[src/rtl/controller_pkg.sv]
// Shared definitions for the NES controller serial reader: FSM state encoding
// and the bit position of each button in the published byte.
package controller_pkg;

  typedef enum logic [2:0] {
    ST_IDLE   = 3'd0,
    ST_LATCH  = 3'd1,
    ST_LOW    = 3'd2,
    ST_HIGH   = 3'd3,
    ST_COMMIT = 3'd4
  } state_e;

  localparam logic [2:0] BTN_A      = 3'd0;
  localparam logic [2:0] BTN_B      = 3'd1;
  localparam logic [2:0] BTN_SELECT = 3'd2;
  localparam logic [2:0] BTN_START  = 3'd3;
  localparam logic [2:0] BTN_UP     = 3'd4;
  localparam logic [2:0] BTN_DOWN   = 3'd5;
  localparam logic [2:0] BTN_LEFT   = 3'd6;
  localparam logic [2:0] BTN_RIGHT  = 3'd7;

  localparam logic [2:0] LAST_BIT = BTN_RIGHT;

endpackage

[src/rtl/controller_shift_m.sv]
// 8-bit LSB-first capture register for one controller. Each enabled cycle
// stores the inverted (active-high) serial line into the addressed bit.
module controller_shift_m
  import controller_pkg::*;
(
  input  logic       clk_1,
  input  logic       rst_B,
  input  logic       capture,
  input  logic [2:0] bit_idx,
  input  logic       data_in_B,
  output logic [7:0] shift_bits
);

  logic [7:0] shift_r;

  // Capture one serial bit into its button position
  always_ff @(posedge clk_1 or negedge rst_B) begin
    if (!rst_B) begin
      shift_r <= 8'h00;
    end else if (capture) begin
      shift_r[bit_idx] <= ~data_in_B;
    end
  end

  assign shift_bits = shift_r;

endmodule

[src/rtl/controller_reader.sv]
// Serial front end for two NES-style controllers: latches both shift registers,
// clocks out 8 bits from each in parallel and publishes the bytes atomically.
module controller_reader
  import controller_pkg::*;
#(
  parameter int HALF_PERIOD = 6
) (
  input  logic       clk_1,
  input  logic       rst_B,
  input  logic       start,
  output logic       controller_latch,
  output logic       controller_clk,
  input  logic       controller_1_data_in_B,
  input  logic       controller_2_data_in_B,
  output logic [7:0] controller_1_buttons,
  output logic [7:0] controller_2_buttons,
  output logic       busy,
  output logic       done
);

  localparam int PW = $clog2(2 * HALF_PERIOD + 1);
  localparam logic [PW-1:0] LATCH_LOAD = PW'(2 * HALF_PERIOD - 1);
  localparam logic [PW-1:0] HALF_LOAD  = PW'(HALF_PERIOD - 1);
  localparam logic [PW-1:0] PHASE_ONE  = PW'(1);

  state_e        state_r;
  state_e        next_state_s;
  logic [PW-1:0] phase_r;
  logic [PW-1:0] phase_next_s;
  logic [2:0]    bit_r;
  logic [2:0]    bit_next_s;
  logic          latch_r;
  logic          clk_r;
  logic          busy_r;
  logic          done_r;
  logic [7:0]    buttons_1_r;
  logic [7:0]    buttons_2_r;
  logic [7:0]    shift_1_s;
  logic [7:0]    shift_2_s;
  logic          phase_zero_s;
  logic          accept_s;
  logic          capture_s;

  assign phase_zero_s = (phase_r == '0);
  // done_r marks the visible commit cycle, during which a new start must be ignored
  assign accept_s     = (state_r == ST_IDLE) && start && !done_r;
  assign capture_s    = (state_r == ST_LOW) && phase_zero_s;

  // Next-state, phase and bit-counter decode
  always_comb begin
    next_state_s = state_r;
    phase_next_s = phase_r;
    bit_next_s   = bit_r;
    case (state_r)
      ST_IDLE: begin
        if (accept_s) begin
          next_state_s = ST_LATCH;
          phase_next_s = LATCH_LOAD;
        end else begin
          phase_next_s = '0;
        end
      end
      ST_LATCH: begin
        if (phase_zero_s) begin
          next_state_s = ST_LOW;
          phase_next_s = HALF_LOAD;
          bit_next_s   = 3'd0;
        end else begin
          phase_next_s = phase_r - PHASE_ONE;
        end
      end
      ST_LOW: begin
        if (phase_zero_s) begin
          next_state_s = ST_HIGH;
          phase_next_s = HALF_LOAD;
        end else begin
          phase_next_s = phase_r - PHASE_ONE;
        end
      end
      ST_HIGH: begin
        if (phase_zero_s) begin
          if (bit_r == LAST_BIT) begin
            next_state_s = ST_COMMIT;
            phase_next_s = '0;
          end else begin
            next_state_s = ST_LOW;
            phase_next_s = HALF_LOAD;
            bit_next_s   = bit_r + 3'd1;
          end
        end else begin
          phase_next_s = phase_r - PHASE_ONE;
        end
      end
      ST_COMMIT: begin
        next_state_s = ST_IDLE;
        phase_next_s = '0;
      end
      default: begin
        next_state_s = ST_IDLE;
        phase_next_s = '0;
        bit_next_s   = 3'd0;
      end
    endcase
  end

  // FSM and counter registers
  always_ff @(posedge clk_1 or negedge rst_B) begin
    if (!rst_B) begin
      state_r <= ST_IDLE;
      phase_r <= '0;
      bit_r   <= 3'd0;
    end else begin
      state_r <= next_state_s;
      phase_r <= phase_next_s;
      bit_r   <= bit_next_s;
    end
  end

  // Registered pin and status outputs, decoded from the state being entered
  always_ff @(posedge clk_1 or negedge rst_B) begin
    if (!rst_B) begin
      latch_r     <= 1'b0;
      clk_r       <= 1'b0;
      busy_r      <= 1'b0;
      done_r      <= 1'b0;
      buttons_1_r <= 8'h00;
      buttons_2_r <= 8'h00;
    end else begin
      latch_r <= (next_state_s == ST_LATCH);
      clk_r   <= (next_state_s == ST_HIGH);
      busy_r  <= (next_state_s != ST_IDLE) || (state_r == ST_COMMIT);
      done_r  <= (state_r == ST_COMMIT);
      if (state_r == ST_COMMIT) begin
        buttons_1_r <= shift_1_s;
        buttons_2_r <= shift_2_s;
      end
    end
  end

  controller_shift_m u_shift_1 (
    .clk_1      (clk_1),
    .rst_B      (rst_B),
    .capture    (capture_s),
    .bit_idx    (bit_r),
    .data_in_B  (controller_1_data_in_B),
    .shift_bits (shift_1_s)
  );

  controller_shift_m u_shift_2 (
    .clk_1      (clk_1),
    .rst_B      (rst_B),
    .capture    (capture_s),
    .bit_idx    (bit_r),
    .data_in_B  (controller_2_data_in_B),
    .shift_bits (shift_2_s)
  );

  assign controller_latch     = latch_r;
  assign controller_clk       = clk_r;
  assign busy                 = busy_r;
  assign done                 = done_r;
  assign controller_1_buttons = buttons_1_r;
  assign controller_2_buttons = buttons_2_r;

endmodule

[config.mk]
export PLATFORM = sky130hd
export DESIGN_NAME = controller_reader
export DESIGN_NICKNAME = d
export VERILOG_FILES = /design/src/rtl/controller_pkg.sv /design/src/rtl/controller_shift_m.sv /design/src/rtl/controller_reader.sv
export SDC_FILE = /design/constraint.sdc
export NUM_CORES = 1
export LEC_CHECK = 0
export ABC_AREA = 1
export CAP_MARGIN = 20
export CORE_ASPECT_RATIO = 1.25
export CORE_MARGIN = 2
export CORE_UTILIZATION = 51
export CTS_BUF_LIST = sky130_fd_sc_hd__clkbuf_8
export DETAILED_ROUTE_END_ITERATION = 6
export MAX_ROUTING_LAYER = met4
export PLACE_DENSITY = 0.74
export SLEW_MARGIN = 10
export SYNTH_ARGS = -nofsm -noshare
export SYNTH_HDL_FRONTEND = slang
export SYNTH_SLANG_ARGS = --single-unit
[constraint.sdc]
create_clock -name clk_1 -period 1.3 [get_ports clk_1]
set_input_delay 0.39 -clock clk_1 [delete_from_list [all_inputs] [get_ports clk_1]]
set_output_delay 0.39 -clock clk_1 [all_outputs]
set_load 0.02 [all_outputs]
==> qor.csv, run 1 <==
stage,metric,value,unit
status,status,"finished, violations left",
status,failing checks,setup timing,
sta,Final period util,103,%
power,cell internal pwr,2.28,mW
critical_path,Crit-path slowest cell,dfrtp_1,
global_route,vias in the first global route,1433,
yosys,synth warn,0,
sta,Final min period,1.34,ns
critical_path,WS Path Type,register to register,
critical_path,CP Max Fanout,3,
clock_tree,hold_buf cts,0,
global_route,initial antenna violation count,0,
critical_path,internal reg-to-reg setup slack,-0.04,ns
finish,storage element area,1150,µm²
sta,RSZ-0062 raised after global routing,true,
power,PwrDens,1070,nW/µm²
sta,fmax,746,MHz
sta,# setup viols final,10,
sta,final hold slack,0.0553,ns
floorplanning,Die W,59.6,µm
clock_tree,clk slew on worst S/H paths,0.08,ns
clock_tree,# H-tree levels,2,
floorplanning,DIE AREA,4390,µm²
yosys,post-synthesis sequential area ratio,58.3,%
sta,"Slew Viols, Final",0,
critical_path,Top delay family on crit path,flip-flops,
placed_design,post-DP HPWL,2660,µm
critical_path,critical-path cell list,ha_2 -> ha_4 -> nand2_4 -> inv_2 -> nand2_2 -> nand3_2 -> o21bai_1 -> nand2_1,
yosys,Yosys cell types,22,
sta,Worst Tran Pin Value,0.337,ns
global_route,Overflow after GRT,0,
finish,final std cells w/o fill,311,
drt,Starting DRT DRC Count,93,
clock_tree,CTS buffer count,5,
hold_path,Hold/Removal Path Class,input port to async pin,
drt,Residual DRC,0,
floorplanning,I/O pin total,25,
yosys,Synth Instances,223,
drt,DRT Wirelength,4290,µm
global_route,first-pass GRT wire length,6590,µm
power,Leak,1.41,nW
drt,DR vias,1614,
finish,filler cell count in the final layout,299,
sta,Setup WS post-layout,-0.0408,ns
floorplanning,initial core utilization,52.6,%
run,max-cap violations,0,
critical_path,Max stage delay on crit path,0.39,ns
global_route,GRT Overall Usage,21.0,%
finish,Multi-input gate area,866,µm²
floorplanning,Die H,73.5,µm
floorplanning,row cnt,25,
drt,drt first pass iters,4,
placed_design,dpl cells,300,
floorplanning,core area,3750,µm²
yosys,Mapped Area,1970,µm²
placed_design,PortBufs,24,
power,Net Sw Frac,18.4,%
clock_tree,Clock Latency Late Sink,0.30,ns
drt,Routed Antenna Nets,0,
clock_tree,CTS Root Cell,clkbuf_8,
yosys,syn_nets,230,
yosys,Synth Area per Inst,8.85,µm²
power,Clock Power Share,46.0,%
yosys,#FFs+latches synth,46,
finish,ANT cells,0,
critical_path,Critical Path AT,1.53,ns
power,maximum VDD drop,0.679,mV
power,Seq pwr share,51.7,%
critical_path,CP endpoint kind,register,
drt,WL/cell,13.8,µm
critical_path,WP buf/inv,1,
finish,area delta synth->final,32.1,%
critical_path,"Req. time, crit path",1.49,ns
clock_tree,CTS max path bufs,2,
power,Gate power share,2.4,%
sta,Slew headroom,77.5,%
drt,drt via density,5.19,
finish,Layout Utilization,69.4,%
sta,skew final,0.00588,ns
finish,"Net count, final",277,
clock_tree,clk sinks,46,
power,Net Switching,0.516,mW
critical_path,CP startpoint kind,register,
sta,Final Hold Viols,0,
placed_design,RD Place Congestion,0.800,
finish,share of layout cells above drive strength 1,32.8,%
clock_tree,TritonCTS clock tree,built,
global_route,largest net degree at the start of global routing,47,
-- repair_timing --
item | 4_1_cts | 5_1_grt
endpoints found under the setup margin | 40 | 33
cloned | 0 | 0
pin swaps | 3 | 10
endpoints found under the hold margin | 0 | 0
resized for setup | 95 | 24
setup buffers | 1 | 2
-- cell usage after synthesis --
cell type,count,area share [%]
nand2_2,1,0.32
dfrtp_1,46,58
o21ai_1,15,3.8
o31ai_1,1,0.38
nand4_1,1,0.32
buf_4,1,0.38
o21ai_2,1,0.44
nand3_2,1,0.51
o21ai_0,4,1.0
nand2_1,82,16
nor2_8,2,2.0
nor2_2,2,0.63
buf_6,1,0.57
o21bai_1,3,1.1
nand3_4,1,0.89
inv_2,3,0.57
nand3_1,14,3.6
nor2_1,18,3.4
ha_1,2,1.3
a21oi_1,3,0.76
inv_1,20,3.8
buf_2,1,0.25
-- metrics by stage --
stage | setup TNS, ns | power [mW] | setup WS (ns) | cell area, µm²
after floorplan | 0 | 1.48 | 0.00612 | 1980
after global placement | -0.376 | 1.53 | -0.0498 | 2390
after detailed placement | -0.860 | 1.54 | -0.0658 | 2390
after CTS | -0.0806 | 2.80 | -0.0503 | 2500
after global routing | -1.79 | 2.88 | -0.116 | 2610
final | -0.184 | 2.80 | -0.0408 | 2610
-- routing by layer --
metal	track usage [%]	part of all wire, %	wire, µm
met1	23.8	40	1700
met4	7.90	2.2	93
met5	-	0	0
met2	35.5	55	2340
met3	5.11	3.6	153
-- state kept, by name, indices dropped and copies added, names as in the netlist --
signal and cells:
controller_1_buttons 8, controller_2_buttons 8, u_shift_1.shift_bits 8, u_shift_2.shift_bits 8, phase_r 4, bit_r 3, state_r 3, busy 1
controller_clk 1, controller_latch 1, done 1
-- path summary, 6_finish.rpt --
kind	from	endpoint	depth (start not counted)
max	bit_r[0]	bit_r[1]	8
min	rst_B	controller_2_buttons[5]	2
max reg2reg	bit_r[0]	bit_r[1]	8
min reg2reg	controller_1_buttons[2]	controller_1_buttons[2]	2
max in group asynchronous	rst_B	state_r[1]	2
min in group clk_1	controller_1_buttons[2]	controller_1_buttons[2]	2
-- power by group through the flow --
stage | Combinational (mW) | Clock (mW) | Sequential, mW
2_1_floorplan | 0.00745 | 0 | 1.47
3_3_place_gp | 0.0618 | 0 | 1.47
3_5_place_dp | 0.0628 | 0 | 1.47
4_1_cts | 0.0630 | 1.29 | 1.44
5_1_grt | 0.0761 | 1.36 | 1.45
6_report | 0.0662 | 1.29 | 1.45
-- cell usage in the layout, fill, tap and decap left out --
cell type and n:
a21oi_1 3, buf_12 2, buf_2 21, buf_4 16, buf_6 1, bufinv_16 2, clkbuf_8 6, clkdlybuf4s50_1 3
dfrtp_1 45, dfrtp_2 1, ha_2 1, ha_4 1, inv_1 19, inv_2 3, inv_4 1, nand2_1 74
nand2_2 7, nand2_4 2, nand3_1 5, nand3_2 7, nand3_4 4, nand4_1 1, nor2_1 12, nor2_2 5
nor2_4 3, nor2_8 2, o21ai_0 4, o21ai_1 12, o21ai_2 4, o21bai_1 3, o31ai_1 1
-- worst reg2reg max path, cell delays in order (launching register included) --
cell and delay [ns]:
dfrtp_1 0.39, ha_2 0.20, ha_4 0.17, nand2_4 0.06
inv_2 0.03, nand2_2 0.06, nand3_2 0.09, o21bai_1 0.15
nand2_1 0.07
-- cells by family (layout without fill, tap and decap cells) --
| family | Yosys count | after routing | synth area share, % |
|---|---|---|---|
| AND/OR/NAND/NOR | 122 | 122 | 27.3 |
| flip-flops | 46 | 46 | 58.3 |
| AO/OA/AOI/OAI | 27 | 27 | 7.55 |
| buffers and inverters | 26 | 74 | 5.58 |
| adder cells (fa/ha/maj) | 2 | 2 | 1.27 |
-- cell type report --
type / count / share of cell area, %
Sequential cell: 46 / 44.2
Clock inverter: 2 / 2.30
Multi-Input combinational cell: 151 / 33.2
Clock buffer: 6 / 3.17
Timing Repair Buffer: 43 / 11.8
Tap cell: 40 / 1.92
Inverter: 23 / 3.41
(Power assumes the default switching activity.)
==> run 2: changes to the inputs <==
--- a/config.mk
+++ b/config.mk
@@ -14,7 +14,9 @@
 export DETAILED_ROUTE_END_ITERATION = 6
 export MAX_ROUTING_LAYER = met4
 export PLACE_DENSITY = 0.74
+export REMOVE_ABC_BUFFERS = 1
 export SLEW_MARGIN = 10
 export SYNTH_ARGS = -nofsm -noshare
 export SYNTH_HDL_FRONTEND = slang
 export SYNTH_SLANG_ARGS = --single-unit
+export TNS_END_PERCENT = 1
==> qor.csv, run 2 (synthesis results as in run 1) <==
stage,metric,value,unit
placed_design,PortBufs,24,
drt,Residual DRC,0,
power,Leak,1.39,nW
global_route,first-pass GRT wire length,6310,µm
global_route,Overflow after GRT,0,
floorplanning,DIE AREA,4390,µm²
sta,Slew headroom,81.9,%
sta,skew final,0.00470,ns
global_route,initial antenna violation count,0,
placed_design,post-DP HPWL,2660,µm
finish,"Net count, final",281,
clock_tree,Clock Latency Late Sink,0.29,ns
power,maximum VDD drop,0.619,mV
sta,# setup viols final,2,
sta,Worst Tran Pin Value,0.269,ns
floorplanning,Die W,59.6,µm
clock_tree,CTS Root Cell,clkbuf_8,
run,max-cap violations,0,
critical_path,WS Path Type,register to register,
sta,Final Hold Viols,0,
status,failing checks,setup timing,
floorplanning,Die H,73.5,µm
clock_tree,hold_buf cts,0,
floorplanning,row cnt,25,
floorplanning,I/O pin total,25,
finish,filler cell count in the final layout,331,
power,PwrDens,940,nW/µm²
global_route,largest net degree at the start of global routing,47,
global_route,vias in the first global route,1437,
finish,share of layout cells above drive strength 1,27.4,%
status,status,"finished, violations left",
drt,Starting DRT DRC Count,61,
critical_path,CP endpoint kind,register,
finish,Layout Utilization,65.7,%
sta,"Slew Viols, Final",0,
finish,area delta synth->final,24.9,%
drt,drt first pass iters,4,
sta,Final min period,1.34,ns
drt,WL/cell,11.9,µm
drt,DR vias,1553,
clock_tree,# H-tree levels,2,
clock_tree,CTS max path bufs,2,
sta,Setup WS post-layout,-0.0357,ns
sta,fmax,749,MHz
floorplanning,initial core utilization,52.6,%
drt,Routed Antenna Nets,0,
clock_tree,clk slew on worst S/H paths,0.08,ns
sta,Fin Setup TNS,-0.0438,ns
floorplanning,core area,3750,µm²
critical_path,Critical Path AT,1.52,ns
clock_tree,CTS buffer count,5,
sta,Final period util,103,%
critical_path,CP Max Fanout,3,
finish,"commonest non-fill, non-tap cells in the layout","nand2_1 (79), dfrtp_1 (45), buf_4 (22)",
drt,DRT Wirelength,3740,µm
global_route,GRT Overall Usage,19.9,%
sta,RSZ-0062 raised after global routing,true,
hold_path,Hold/Removal Path Class,input port to async pin,
clock_tree,TritonCTS clock tree,built,
drt,drt via density,4.95,
finish,ANT cells,0,
critical_path,CP startpoint kind,register,
critical_path,"Req. time, crit path",1.48,ns
placed_design,RD Place Congestion,0.860,
clock_tree,clk sinks,46,
finish,"most common cell after layout, fill and taps aside",nand2_1,
==> run 2: what timing repair did <==
| item | in CTS | in global routing |
|---|---|---|
| resized for setup | 87 | 11 |
| setup buffers | 0 | 1 |
| pin swaps | 5 | 4 |
| hold endpoints to repair | 0 | 0 |
| setup endpoints to repair | 37 | 40 |
==> run 2: layer usage <==
metal / share of wire [%] / vias up / track usage (%)
met2: 51 / 30 / 33.1
met5: 0 / - / -
met4: 1.5 / 0 / 6.67
li1: - / 807 / -
met3: 3.6 / 7 / 4.23
met1: 44 / 709 / 24.0
==> run 2: path summary, 6_finish.rpt <==
path,from,endpoint,slack [ns],depth (start not counted)
worst max-delay path,bit_r[0],bit_r[2],-0.04,8
worst min-delay path,rst_B,controller_2_buttons[7],0.05,2
worst max register to register,bit_r[0],bit_r[2],-0.04,8
worst min register to register,controller_1_buttons[2],controller_1_buttons[2],0.47,2
max in group asynchronous,rst_B,state_r[1],1.02,2
min in group clk_1,controller_1_buttons[2],controller_1_buttons[2],0.47,2
==> run 2: area by class of cell <==
type | instances | area [µm²] | share of cell area, %
clock inverters | 2 | 10.0 | 0.406
clock buffers | 5 | 68.8 | 2.79
multi-input cells | 151 | 777 | 31.5
inverters | 23 | 86.3 | 3.50
well taps | 40 | 50.0 | 2.03
flip-flops and latches | 46 | 1150 | 46.8
repair buffers | 47 | 320 | 13.0
==> run 2: metrics by stage <==
stage	total power, mW	setup WS (ns)	hold slack [ns]	cells	area, µm²
after floorplan	1.48	-0.0807	0.0944	220	1950
after global placement	1.54	-0.103	0.387	306	2410
after detailed placement	1.54	-0.148	0.388	306	2410
after CTS	2.34	-0.0461	0.0719	313	2420
after global routing	2.41	-0.124	0.0831	314	2460
final	2.32	-0.0357	0.0491	314	2460
==> run 2: worst max-delay path: stages, from the launching register on <==
cell and delay [ns]:
dfrtp_1 0.39, ha_2 0.20, ha_4 0.17, nand2_4 0.06, inv_2 0.03, nand2_2 0.06, nand3_2 0.08, o21bai_1 0.17
nand2_1 0.07
==> run 2: power by group <==
part	total (mW)	internal [mW]	switching, mW
combinational	0.0677	0.0273	0.0404
sequential	1.44	1.44	0.00519
clock	0.804	0.361	0.443
